==> src/rtl/game_timer.sv <==
// game_timer: scoreboard period clock (MM:SS) and shot clock (SS), BCD countdown driven by a synchronised slow tick.
module game_timer #(
    parameter int PERIOD_MIN    = 10,
    parameter int SHOT_SEC      = 24,
    parameter int NUM_PERIODS   = 4,
    parameter int TICKS_PER_SEC = 1
) (
    input  logic       clock_in,
    input  logic       reset_n,
    input  logic       tick_src,
    input  logic       start_pause,
    input  logic       shot_reset,
    input  logic       next_period,
    output logic [3:0] min_tens,
    output logic [3:0] min_units,
    output logic [3:0] sec_tens,
    output logic [3:0] sec_units,
    output logic [3:0] shot_tens,
    output logic [3:0] shot_units,
    output logic [2:0] period,
    output logic       running,
    output logic       buzzer,
    output logic       shot_expired,
    output logic       game_over
);
    localparam int PW = TICKS_PER_SEC > 1 ? $clog2(TICKS_PER_SEC) : 1;
    localparam logic [3:0] PM_T = 4'(PERIOD_MIN / 10);
    localparam logic [3:0] PM_U = 4'(PERIOD_MIN % 10);
    localparam logic [3:0] SH_T = 4'(SHOT_SEC / 10);
    localparam logic [3:0] SH_U = 4'(SHOT_SEC % 10);

    typedef enum logic [2:0] {IDLE, RUNNING, PAUSED, PERIOD_END, GAME_END} state_t;

    state_t        state_q, state_d;
    logic [2:0]    sync_q, sync_d;
    logic [PW-1:0] pre_q, pre_d;
    logic [3:0]    min_tens_q, min_units_q, sec_tens_q, sec_units_q;
    logic [3:0]    min_tens_d, min_units_d, sec_tens_d, sec_units_d;
    logic [3:0]    shot_tens_q, shot_units_q, shot_tens_d, shot_units_d;
    logic [2:0]    period_q, period_d;
    logic          running_q, running_d, buzzer_q, buzzer_d;
    logic          shot_expired_q, shot_expired_d, game_over_q, game_over_d;
    logic          tick, sec_strobe, shot_load, b0, b1, b2;
    logic          game_zero, game_last, shot_zero, shot_last;
    logic [3:0]    dmt, dmu, dst, dsu, dsht, dshu;

    assign tick       = sync_q[1] & ~sync_q[2];
    assign sec_strobe = tick && state_q == RUNNING && pre_q == PW'(TICKS_PER_SEC - 1);
    assign shot_load  = shot_reset && (state_q == IDLE || state_q == RUNNING || state_q == PAUSED);

    // Borrow chain for one-second decrement; a zero clock holds at zero.
    always_comb begin
        b0        = sec_units_q == 4'd0;
        b1        = b0 && sec_tens_q == 4'd0;
        b2        = b1 && min_units_q == 4'd0;
        game_zero = b2 && min_tens_q == 4'd0;
        game_last = game_zero || ({min_tens_q, min_units_q, sec_tens_q} == 12'd0 && sec_units_q == 4'd1);
        dsu       = game_zero ? 4'd0 : b0 ? 4'd9 : sec_units_q - 4'd1;
        dst       = game_zero ? 4'd0 : b0 ? (sec_tens_q == 4'd0 ? 4'd5 : sec_tens_q - 4'd1) : sec_tens_q;
        dmu       = game_zero ? 4'd0 : b1 ? (min_units_q == 4'd0 ? 4'd9 : min_units_q - 4'd1) : min_units_q;
        dmt       = game_zero ? 4'd0 : b2 ? min_tens_q - 4'd1 : min_tens_q;
        shot_zero = shot_tens_q == 4'd0 && shot_units_q == 4'd0;
        shot_last = shot_tens_q == 4'd0 && shot_units_q <= 4'd1;
        dshu      = shot_zero ? 4'd0 : shot_units_q == 4'd0 ? 4'd9 : shot_units_q - 4'd1;
        dsht      = shot_zero ? 4'd0 : shot_units_q == 4'd0 ? shot_tens_q - 4'd1 : shot_tens_q;
    end

    always_comb begin
        sync_d         = {sync_q[1:0], tick_src};
        state_d        = state_q;
        pre_d          = pre_q;
        min_tens_d     = min_tens_q;
        min_units_d    = min_units_q;
        sec_tens_d     = sec_tens_q;
        sec_units_d    = sec_units_q;
        shot_tens_d    = shot_tens_q;
        shot_units_d   = shot_units_q;
        period_d       = period_q;
        buzzer_d       = 1'b0;
        shot_expired_d = 1'b0;
        case (state_q)
            IDLE: if (start_pause) state_d = RUNNING;
            RUNNING: begin
                if (tick) pre_d = sec_strobe ? '0 : pre_q + PW'(1);
                if (sec_strobe) begin
                    {min_tens_d, min_units_d, sec_tens_d, sec_units_d} = {dmt, dmu, dst, dsu};
                    {shot_tens_d, shot_units_d} = {dsht, dshu};
                    if (game_last) begin
                        state_d  = PERIOD_END;
                        buzzer_d = 1'b1;
                    end else if (shot_last && !shot_reset) begin
                        state_d        = PAUSED;
                        shot_expired_d = 1'b1;
                    end else if (start_pause) state_d = PAUSED;
                end else if (start_pause) state_d = PAUSED;
            end
            PAUSED: if (start_pause && (!shot_zero || shot_reset)) state_d = RUNNING;
            PERIOD_END: if (next_period) begin
                if (period_q < 3'(NUM_PERIODS)) begin
                    period_d = period_q + 3'd1;
                    {min_tens_d, min_units_d, sec_tens_d, sec_units_d} = {PM_T, PM_U, 8'h00};
                    {shot_tens_d, shot_units_d} = {SH_T, SH_U};
                    pre_d   = '0;
                    state_d = IDLE;
                end else state_d = GAME_END;
            end
            default: ;
        endcase
        if (shot_load) {shot_tens_d, shot_units_d} = {SH_T, SH_U};
        running_d   = state_d == RUNNING;
        game_over_d = state_d == GAME_END;
    end

    always_ff @(posedge clock_in) begin
        if (!reset_n) begin
            state_q        <= IDLE;
            sync_q         <= '0;
            pre_q          <= '0;
            {min_tens_q, min_units_q, sec_tens_q, sec_units_q} <= {PM_T, PM_U, 8'h00};
            {shot_tens_q, shot_units_q} <= {SH_T, SH_U};
            period_q       <= 3'd1;
            running_q      <= 1'b0;
            buzzer_q       <= 1'b0;
            shot_expired_q <= 1'b0;
            game_over_q    <= 1'b0;
        end else begin
            state_q        <= state_d;
            sync_q         <= sync_d;
            pre_q          <= pre_d;
            {min_tens_q, min_units_q, sec_tens_q, sec_units_q} <= {min_tens_d, min_units_d, sec_tens_d, sec_units_d};
            {shot_tens_q, shot_units_q} <= {shot_tens_d, shot_units_d};
            period_q       <= period_d;
            running_q      <= running_d;
            buzzer_q       <= buzzer_d;
            shot_expired_q <= shot_expired_d;
            game_over_q    <= game_over_d;
        end
    end

    assign {min_tens, min_units, sec_tens, sec_units} = {min_tens_q, min_units_q, sec_tens_q, sec_units_q};
    assign {shot_tens, shot_units} = {shot_tens_q, shot_units_q};
    assign period       = period_q;
    assign running      = running_q;
    assign buzzer       = buzzer_q;
    assign shot_expired = shot_expired_q;
    assign game_over    = game_over_q;
endmodule
==> config.mk <==
export PLATFORM = sky130hd
export DESIGN_NAME = game_timer
export DESIGN_NICKNAME = d
export VERILOG_FILES = /design/src/rtl/game_timer.sv
export SDC_FILE = /design/constraint.sdc
export NUM_CORES = 1
export LEC_CHECK = 0
export CORE_MARGIN = 3
export CORE_UTILIZATION = 40
export CTS_BUF_LIST = sky130_fd_sc_hd__clkbuf_4 sky130_fd_sc_hd__clkbuf_8
export DETAILED_ROUTE_END_ITERATION = 10
export DONT_BUFFER_PORTS = 1
export PLACE_DENSITY = 0.68
export SYNTH_ARGS = -nofsm -noshare
export SYNTH_HDL_FRONTEND = slang
export SYNTH_SLANG_ARGS = --single-unit
export TNS_END_PERCENT = 20
==> constraint.sdc <==
create_clock -name clock_in -period 2 [get_ports clock_in]
set_input_delay 0.2 -clock clock_in [delete_from_list [all_inputs] [get_ports clock_in]]
set_output_delay 0.2 -clock clock_in [all_outputs]
set_load 0.02 [all_outputs]
== Word level (Yosys, flattened, before mapping) ==
Index checks and enable logic that the tools add are counted.
Cells by class
  add/subtract/negate cells: 8
  magnitude comparators: 2
  equality and inequality tests: 14
  multiplexer cells: 50
  bitwise operators: 6
  reduce and logical (&&, ||, !) cells: 36
Operator list (number)
  2-to-1 mux 4 bit: 28
  one-hot mux 4 bit (2 select lines): 6
  zero test 4 bit: 6
  2-to-1 mux 3 bit: 8
  subtractor 4 x 1 -> 4 bit, second input constant: 6
  AND reduction 5 bit: 4
  zero test 12 bit: 1
  one-hot mux 3 bit (4 select lines): 1
  logical AND 1 bit: 11
  inequality test 3 bit, second input constant: 3
  inequality test 2 bit, second input constant: 4
  AND reduction 4 bit: 2
  equality test 3 x 1 -> 1 bit, second input constant: 2
  equality test 3 x 2 -> 1 bit, second input constant: 2
  2-to-1 mux 1 bit: 6
  AND reduction 3 bit: 2
  NOT 1 bit: 5
  equality test 4 x 1 -> 1 bit, second input constant: 1
  less-or-equal comparator 4 x 1 -> 1 bit, second input constant: 1
  logical OR 1 bit: 4
  OR reduction 4 bit: 1
  adder 3 x 1 -> 3 bit, second input constant: 1
  equality test 3 bit, second input constant: 1
  zero test 3 bit: 1
  8 further kinds: 9
Storage, ports and cells
  register bits after elaboration: 38
  input bits: 6
  word-level logic and storage cells: 130

== Longest topological paths before layout ==
Gate-level depths: netlist of run 1.
  word-level depth: 9
  gate-level depth with buffers: 9
  mapped depth without buffers: 8

== Least setup slack after synthesis of run 1 ==
OpenSTA, ideal clock, no wires.
  path kind: register to register
  start point: register shot_tens_q[0] (netlist: shot_tens[0])
  end point: register running_q (netlist: running)
  setup time: 116 ps
  arrival: 2104 ps
  path slack: -220 ps
  cell stages (with the launch flop): 9
  path buffers: 0
  path through: dfxtp_1 > inv_1 > ha_1 > or3b_2 > or4_4 > nor3b_1 > o21ai_0 > a32oi_1 > and4_1
On the way
  longest elaborated chain between the ends: 8
Ends and longest elaborated chain
  from (decl): line 39  | logic [3:0] shot_tens_q, shot_units_q, shot_tens_d, shot_units_d;
  from (signal assigned): line 120  | {shot_tens_q, shot_units_q} <= {SH_T, SH_U};
  from (signal assigned): line 131  | {shot_tens_q, shot_units_q} <= {shot_tens_d, shot_units_d};
  zero test 4 bit *: line 62, 63
  logical AND 1 bit (on tied branches): line 63, 62
  logical AND 1 bit / zero test 1 bit (equally long branches): line 91, 97
  2-to-1 mux 3 bit / logical OR 1 bit (equally long branches): line 91, 97
  2-to-1 mux 3 bit / logical AND 1 bit (equally long branches): line 88, 97
  2-to-1 mux 3 bit (on tied branches): line 85, 97
  one-hot mux 3 bit (4 select lines) *: line 81  | case (state_q)
  equality test 3 x 1 -> 1 bit *: line 110  | running_d = state_d == RUNNING;
  to (signal assigned): line 133  | running_q <= running_d;
  to (decl): line 41  | logic running_q, running_d, buzzer_q, buzzer_d;
Mark *: on every way between the ends. The rest lies on a longest branch, timed or not.
A chain may end at the register's enable or synchronous reset.

== Worst setup path after layout of run 1 ==
  start point: register shot_tens_q[1] (netlist: shot_tens[1])
  end point: register running_q (netlist: running)
The elaborated chain is that of the path after synthesis.

==> out/metrics.cfg, run 1 <==
[critical_path]
cp.depth=8
worstRegToRegCells=8
critPathKind=reg2reg
r2r_end=running
r2r-start=shot_tens[1]
crit_family=simple AND/OR/NAND/NOR gates
setup.worst_path.start_class=register
worst-path-max-fanout=3
timing.reg2reg.setup_slack_ns=-0.05
path_cells=inv_2 -> ha_4 -> or3b_4 -> or4_4 -> nor3b_2 -> o21ai_1 -> a32oi_2 -> and4_1
cpPeakStageDelay_ns=0.42
cp.required_ns=2.18
path_buf_inv=1
worst_path_max_delay_cell=or4_4
crit_path_end_kind=register
crit_arrival_ns=2.23

[route]
vias=1905
drc=0
post_drt_via_cell_ratio=5.20
drt-wirelength-per-cell_um=13.4
antenna_left=0
first_pass_iters=4
wl_um=4900
drt-initial-drc-count=99

[clock_network]
clk_path_buf_depth=2
clock-sinks=38
path_clk_slew_ns=0.07
clockRootBuffer=clkbuf_8
numCtsBuffers=5
clk_latency_ns=0.29
htreeDepth=2
tritoncts=done

[logic_synthesis]
synthXorXnorAreaFrac=0.0131
yosysSeqAreaShare=0.379
synth.cell_area_sq_um=2010
yosysUniqueCellTypes=49
synth_async_sr_flop_share=0
yosys.area_share.simple=0.312
yosysTopAreaCell=dfxtp_1
synth_top_family_by_area=simple AND/OR/NAND/NOR gates
synthAdderAreaFrac=0.0560
yosys_warnings=0
synthMuxAreaShare=0.00560
synthTopCellsByCount=dfxtp_1, nor2_1, a21oi_1, nand2_1, inv_1
synth_edf_count=0
synth_compound_area_frac=0.185
synth.most_common_cell=dfxtp_1
synth_nets=265
synth_top_area_share=0.379
syn_avg_cell_area_sq_um=8.04
synth_seq_cells=38
synth_area_leaders=dfxtp_1, nor2_1, ha_1
synth-main-ff-cell=dfxtp_1
syn_inst=250

[min_path]
holdPathStages=1
hold_class=in2reg
min-delay-start=reset_n
hold_end=state_q[1]

[die]
die_area_sq_um=5910
num_io_pins=37
die_y_um=76.9
die_w_um=76.9
rows=25
start_util=0.420
coreArea_sq_um=4790

[sta]
max_clock_freq_mhz=489
hold_violations=0
finClkSkew_ns=0.00599
setup_ws_ns=-0.0454
slew_headroom=0.748
rsz0062_at_grt=yes
slew_viol_final=0
period_minus_slack_ns=2.05
tightestPinTransition_ns=0.374
setup_violations=4
period_share=1.02

[grt]
grt_pass1_vias=1727
antenna_found_initial=0
overflow=0
grtUsageTotal=0.168
grt_pass1_wl_um=8070
met3_usage=0.0423
grt_start_max_net_pins=26
grt-busiest-layer=met2
met1_usage=0.219
use_met2=0.269

[final_layout]
fillers=451
multiInputGateArea_sq_um=1260
instances_no_fill=366
diodes=0
layout-drive-gt1-share=0.291
seqCellArea_sq_um=769
syn_to_final_growth_pct=31.3
fin_area_sq_um=2640
final_nets=313

[power_and_ir_drop]
intPower_w=0.00141
switchingPower_w=0.000676
sequentialPowerShare=0.408
powerDensity_nw_per_um2=790
ir_worst_vdd_uv=410
p_sw_frac=0.324
pwr-share-clk=0.266
p_comb_frac=0.326
leakagePower_nw=1.07

[placement]
place_congestion=0.797
placedCellCount=354
preCtsSetupSlack_ns=-0.129
postPlaceCellArea_sq_um=2430
portBuffers=0
dp_hpwl_um=3570

[status]
status=complete, but fails checks
violations=negative setup slack

[job]
max_cap_violations=0

[routing by layer]
layer | vias to the layer above | wire (um)
li1 | 973 | -
met3 | 6 | 250
met2 | 43 | 2340
met4 | 0 | 61
met5 | - | 0
met1 | 883 | 2250
[final cells by class]
type / count / area share
clock buffer: 7 / 0.0341
clock inverter: 1 / 0.00190
inverter: 16 / 0.0228
multi-input combinational: 188 / 0.477
sequential: 38 / 0.292
tap: 67 / 0.0318
timing repair buffer: 49 / 0.140
[worst reg2reg max path, delay by kind of cell (launching register included)]
family          cells  cell delay, ns
buf+inv             1            0.06
fa+ha+maj           1            0.12
flops               1            0.34
compound gates      2            0.29
simple gates        4            1.13
[cell families (layout without fill, tap and decap cells)]
group / after synthesis / count (layout)
simple gates: 116 / 116
compound gates: 59 / 59
flops: 38 / 38
buf+inv: 24 / 73
fa+ha+maj: 9 / 9
xor+xnor: 3 / 3
mux: 1 / 1
[worst max path at each step]
| stage | start | slack [ns] | end |
|---|---|---|---|
| after floorplan | shot_tens[1] | -0.06 | running |
| after global placement | min_units[0] | -0.08 | sec_tens[3] |
| after detailed placement | min_units[0] | -0.13 | sec_tens[3] |
| after CTS | shot_tens[1] | -0.01 | game_over |
| after global routing | shot_tens[1] | -0.13 | running |
| final | shot_tens[1] | -0.05 | running |
[sequential cells by signal, summed over array words and instances, names as in the netlist, 3 cells and up]
| register | flops |
|---|---|
| min_tens | 4 |
| min_units | 4 |
| period | 3 |
| sec_tens | 4 |
| sec_units | 4 |
| shot_tens | 4 |
| shot_units | 4 |
| state_q | 3 |
| sync_q | 3 |
[power by group through the flow]
stage          sequential (W)  clock, W  combinational (W)
2_1_floorplan        0.000928         0           0.000334
3_3_place_gp         0.000859         0           0.000600
3_5_place_dp         0.000862         0           0.000611
4_1_cts              0.000847  0.000572           0.000627
5_1_grt              0.000858  0.000607           0.000752
6_report             0.000852  0.000554           0.000680
[layout by cell type, fill, tap and decap left out, types with 6 or more instances in the layout]
cell	n
o21ai_0	12
dfxtp_1	35
nor2b_1	7
clkbuf_8	6
a21oi_1	17
inv_1	14
nor2_1	32
nor3_1	11
nand2_1	18
buf_4	48
[repair_timing]
action                     in CTS  in global routing
setup buffers                   0                  3
resized for setup               3                 16
hold buffers                    1                  0
setup endpoints to repair      15                 17
pin swaps                       5                  5
hold endpoints to repair        2                  0
[stage by stage]
step,hold slack (ns),TNS (ns),utilization,power (W)
final,0.0328,-0.124,0.551,0.00209
after global routing,0.0215,-0.516,0.551,0.00222
after CTS,0.0263,-0.0278,0.534,0.00205
after detailed placement,0.270,-0.639,0.508,0.00147
after global placement,0.265,-0.214,0.508,0.00146
after floorplan,0.327,-0.110,-,0.00126
(Power assumes the default switching activity.)
==> run 2: changes to the inputs <==
CORE_ASPECT_RATIO = 1.25   (was unset)
==> out/metrics.cfg, run 2 (synthesis results as in run 1) <==
[status]
status=complete, but fails checks
violations=negative setup slack

[final_layout]
seqCellArea_sq_um=768  ; -0.16%
layout-drive-gt1-share=0.268  ; -0.0225
diodes=0  ; unchanged
utilization=0.553  ; +0.00181
fin_area_sq_um=2660  ; +0.62%
multiInputGateArea_sq_um=1260  ; about the same
final_nets=312  ; -0.32%
final_common_cell=buf_4
final_cell_mix=buf_4, dfxtp_1, nor2_1
syn_to_final_growth_pct=32.1
instances_no_fill=358  ; -2.2%
fillers=439  ; -2.7%

[placement]
dp_hpwl_um=3590  ; +0.41%
place_congestion=0.799  ; +0.25%
postPlaceCellArea_sq_um=2420  ; -0.36%
portBuffers=0  ; unchanged
placedCellCount=347  ; -2.0%

[clock_network]
clk_latency_ns=0.29  ; about the same
numCtsBuffers=5  ; unchanged
clockRootBuffer=clkbuf_8
tritoncts=done
clk_path_buf_depth=2  ; unchanged
htreeDepth=2  ; unchanged
clock-sinks=38  ; unchanged
path_clk_slew_ns=0.08  ; about the same

[critical_path]
cp.required_ns=2.19  ; about the same
crit_path_end_kind=register
cpPeakStageDelay_ns=0.44  ; +0.02 ns
worst_path_max_delay_cell=or4_4
worst-path-max-fanout=3  ; unchanged
critPathKind=reg2reg
crit_arrival_ns=2.26  ; +0.03 ns
setup.worst_path.start_class=register
path_cells=inv_4 -> ha_4 -> or3b_4 -> or4_4 -> nor3b_4 -> o21ai_1 -> a32oi_2 -> and4_1
path_buf_inv=1  ; unchanged
crit_family=simple AND/OR/NAND/NOR gates

[sta]
fin_hold_ws_ns=0.0342  ; +0.00143 ns
setup_ws_ns=-0.0727  ; -0.0273 ns
setup_violations=4  ; unchanged
slew_viol_final=0  ; unchanged
max_clock_freq_mhz=482  ; -1.3%
rsz0062_at_grt=yes
hold_violations=0  ; unchanged
period_share=1.04  ; +0.0137
tightestPinTransition_ns=0.353  ; -0.0203 ns
period_minus_slack_ns=2.07  ; +0.0273 ns
finClkSkew_ns=0.00841  ; +0.00242 ns
slew_headroom=0.764  ; +0.0156

[grt]
grtUsageTotal=0.168  ; about the same
overflow=0  ; unchanged
antenna_found_initial=0  ; unchanged
grt_pass1_vias=1862  ; +7.8%
grt_start_max_net_pins=27  ; +3.8%
grt_pass1_wl_um=8220  ; +2.0%

[route]
post_drt_via_cell_ratio=5.41  ; +3.9%
drc=0  ; unchanged
drt-initial-drc-count=92  ; -7.1%
antenna_left=0  ; unchanged
wl_um=4910  ; +0.29%
drt-wirelength-per-cell_um=13.7  ; +2.5%
first_pass_iters=4  ; unchanged
vias=1936  ; +1.6%

[min_path]
hold_class=in2reg

[job]
max_cap_violations=0  ; unchanged

[die]
num_io_pins=37  ; unchanged
start_util=0.419  ; -0.00120
die_w_um=69.4  ; -9.7%
die_area_sq_um=5920  ; about the same
rows=28  ; +12%
coreArea_sq_um=4800  ; +0.29%
die_y_um=85.2  ; +11%

[power_and_ir_drop]
total_power_w=0.00221  ; +5.9%
leakagePower_nw=1.07  ; about the same
powerDensity_nw_per_um2=832  ; +5.3%
ir_worst_vdd_uv=558  ; +36%

[run 2: cell count changes in the layout (fill, tap and decap cells not counted), sizes merged]
cell,delta
bufinv,+1
clkinv,-1
buf,-1
[run 2: final timing paths]
check	start	end	slack (ns)	cells past startpoint
worst min register to register	sync_q[0]	sync_q[1]	0.45	1
worst max-delay path	shot_tens[1]	running	-0.07	8
worst min-delay path	reset_n	state_q[1]	0.03	1
worst max register to register	shot_tens[1]	running	-0.07	8
[run 2: timing repair]
item	CTS	global route
gates resized for setup	4	14
endpoints found under the setup margin	9	19
setup buffers	0	2
cloned	0	0
pin swaps	3	7
hold endpoints to repair	2	2
[run 2: per-stage QoR]
stage	setup WS [ns]	setup TNS [ns]
after floorplan	-0.0569	-0.110
after global placement	-0.0454	-0.0477
after detailed placement	-0.0653	-0.167
after CTS	-0.0225	-0.0572
after global routing	-0.151	-0.576
final	-0.0727	-0.224
[run 2: layout make-up]
| cell class | instances | share of cell area |
|---|---|---|
| Timing Repair Buffer | 48 | 0.139 |
| Tap cell | 60 | 0.0283 |
| Sequential cell | 38 | 0.289 |
| Clock inverter | 1 | 0.0113 |
| Inverter | 16 | 0.0236 |
| Multi-Input combinational cell | 188 | 0.474 |
| Clock buffer | 7 | 0.0339 |
[run 2: power breakdown]
group          leakage (nW)  internal, W  total (W)  switching [W]
combinational         0.702     0.000308   0.000673       0.000366
sequential            0.310     0.000807   0.000853      0.0000457
clock                0.0619     0.000420   0.000683       0.000263
total                  1.07      0.00153    0.00221       0.000674
[run 2: per-layer routing]
metal | GRT usage | part of all wire | vias to the layer above | wire [um]
li1 | - | - | 973 | -
met1 | 0.197 | 0.44 | 910 | 2160
met2 | 0.293 | 0.50 | 44 | 2450
met3 | 0.0438 | 0.047 | 9 | 231
met4 | 0.0586 | 0.014 | 0 | 67
met5 | 0 | 0 | - | 0
==> run 3: changes to the inputs <==
CORE_UTILIZATION = 42   (was 40)
PLACE_DENSITY = 0.71   (was 0.68)
==> out/metrics.cfg, run 3 (synthesis results as in run 1) <==
[sta]
slew_headroom=0.775  ; +0.0105
slew_viol_final=0  ; unchanged
period_share=1.05  ; +0.0134
setup_violations=4  ; unchanged
rsz0062_at_grt=yes
fin_hold_ws_ns=0.0338  ; -0.000432 ns
tightestPinTransition_ns=0.335  ; -0.0186 ns
hold_violations=0  ; unchanged
setup_ws_ns=-0.0995  ; -0.0268 ns
setup_total_negative_slack_ns=-0.318  ; -0.0934 ns
max_clock_freq_mhz=476  ; -1.3%
period_minus_slack_ns=2.10  ; +0.0268 ns
finClkSkew_ns=0.00481  ; -0.00360 ns

[power_and_ir_drop]
intPower_w=0.00145  ; -5.3%
p_sw_frac=0.317  ; +0.0119
powerDensity_nw_per_um2=808  ; -2.8%
leakagePower_nw=1.07  ; -0.78%
ir_worst_vdd_uv=570  ; +2.1%
sequentialPowerShare=0.399  ; +0.013
total_power_w=0.00213  ; -3.7%
pwr-share-clk=0.288  ; -0.021
p_comb_frac=0.312  ; +0.007
switchingPower_w=0.000675  ; about the same

[clock_network]
clk_latency_ns=0.29  ; about the same
clk_path_buf_depth=2  ; unchanged
htreeDepth=2  ; unchanged
numCtsBuffers=5  ; unchanged
tritoncts=done
clock-sinks=38  ; unchanged
path_clk_slew_ns=0.07  ; about the same
clockRootBuffer=clkbuf_8

[critical_path]
r2r-start=shot_tens[1]
cpPeakStageDelay_ns=0.44  ; about the same
critPathKind=reg2reg
worst-path-max-fanout=3  ; unchanged
path_buf_inv=1  ; unchanged
worstRegToRegCells=8  ; unchanged
setup.worst_path.start_class=register
r2r_end=state_q[0]
cp.required_ns=2.19  ; about the same
crit_family=simple AND/OR/NAND/NOR gates
worst_path_max_delay_cell=or4_4
crit_path_end_kind=register
crit_arrival_ns=2.29  ; +0.03 ns
path_cells=inv_2 -> ha_4 -> or3b_4 -> or4_4 -> nor3b_4 -> o21ai_2 -> a32oi_2 -> and2_1
timing.reg2reg.setup_slack_ns=-0.1  ; -0.03 ns

[final_layout]
final_nets=312  ; unchanged
layout-drive-gt1-share=0.282  ; +0.0134
syn_to_final_growth_pct=30.9
final_cell_mix=buf_4, dfxtp_1, nor2_1
instances_no_fill=356  ; -0.56%
final_common_cell=buf_4
fillers=409  ; -6.8%
diodes=0  ; unchanged

[job]
max_cap_violations=0  ; unchanged

[die]
start_util=0.444  ; +0.0252
die_w_um=67.9  ; -2.2%
die_y_um=83.3  ; -2.2%
die_area_sq_um=5660  ; -4.4%
coreArea_sq_um=4530  ; -5.7%
num_io_pins=37  ; unchanged
rows=27  ; -3.6%

[placement]
placedCellCount=343  ; -1.2%
place_congestion=0.827  ; +3.6%
preCtsSetupSlack_ns=-0.107  ; -0.0418 ns
dp_hpwl_um=3670  ; +2.4%
portBuffers=0  ; unchanged

[grt]
grt_pass1_vias=1838  ; -1.3%
grt_start_max_net_pins=26  ; -3.7%
grt_pass1_wl_um=8220  ; about the same
overflow=0  ; unchanged
antenna_found_initial=0  ; unchanged
grtUsageTotal=0.184  ; +0.0165

[route]
wl_um=5020  ; +2.3%
first_pass_iters=4  ; unchanged
vias=1905  ; -1.6%
drc=0  ; unchanged
antenna_left=0  ; unchanged
post_drt_via_cell_ratio=5.35  ; -1.0%
drt-wirelength-per-cell_um=14.1  ; +2.8%
drt-initial-drc-count=86  ; -6.5%

[status]
violations=negative setup slack
status=complete, but fails checks

[min_path]
holdPathStages=1  ; unchanged
hold_end=sync_q[1]
min-delay-start=reset_n
hold_class=in2reg

==> run 3: how the worst max path moves through the flow <==
stage                 startpoint         end  slack [ns]  cells past startpoint
floorplan           shot_tens[1]     running       -0.06                      8
global placement    shot_tens[1]     running       -0.05                      8
global route        shot_tens[1]  state_q[0]       -0.17                      8
detailed placement  shot_tens[1]     running       -0.11                      8
CTS                 shot_tens[1]   game_over       -0.06                      8
finish              shot_tens[1]  state_q[0]        -0.1                      8
==> run 3: final cells by class <==
cell class              instances  area, sq um  share of cell area
repair buffers                 48          363               0.138
clock buffers                   8          110              0.0418
flip-flops and latches         38          768               0.292
inverters                      16         60.1              0.0228
multi-input cells             188         1260               0.478
well taps                      58         72.6              0.0276
==> run 3: power groups by stage <==
stage	registers (W)	clock network [W]	logic, W
2_1_floorplan	0.000928	0	0.000334
3_3_place_gp	0.000860	0	0.000589
3_5_place_dp	0.000862	0	0.000601
4_1_cts	0.000847	0.000629	0.000616
5_1_grt	0.000855	0.000661	0.000742
6_report	0.000849	0.000614	0.000664
==> run 3: per-stage QoR <==
stage,util,area [sq um]
final,0.581,2630
after global routing,0.581,2630
after CTS,0.562,2540
after detailed placement,0.532,2410
after global placement,0.532,2410
after floorplan,-,2050
==> run 3: per-layer routing <==
layer  wire (um)  track usage  vias up  part of all wire
met4          69       0.0542        0             0.014
li1            -            -      971                 -
met1        2130        0.211      891              0.42
met3         233       0.0501        5             0.046
met2        2590        0.323       38              0.52
met5           0            0        -                 0
==> run 3: worst reg2reg max path: cells and delay by family (launching register included) <==
kind	cells	cell delay, ns
and+or+nand+nor	4	1.18
AOI/OAI and AO/OA	2	0.29
buffers and inverters	1	0.06
adders and majority gates	1	0.12
DFF	1	0.35
==> run 3: what timing repair did <==
| item | CTS | global route |
|---|---|---|
| endpoints found under the hold margin | 2 | 0 |
| hold buffers | 1 | 0 |
| endpoints found under the setup margin | 11 | 17 |
| gates resized for setup | 2 | 14 |
| pin swaps | 5 | 4 |
| setup buffers | 1 | 3 |
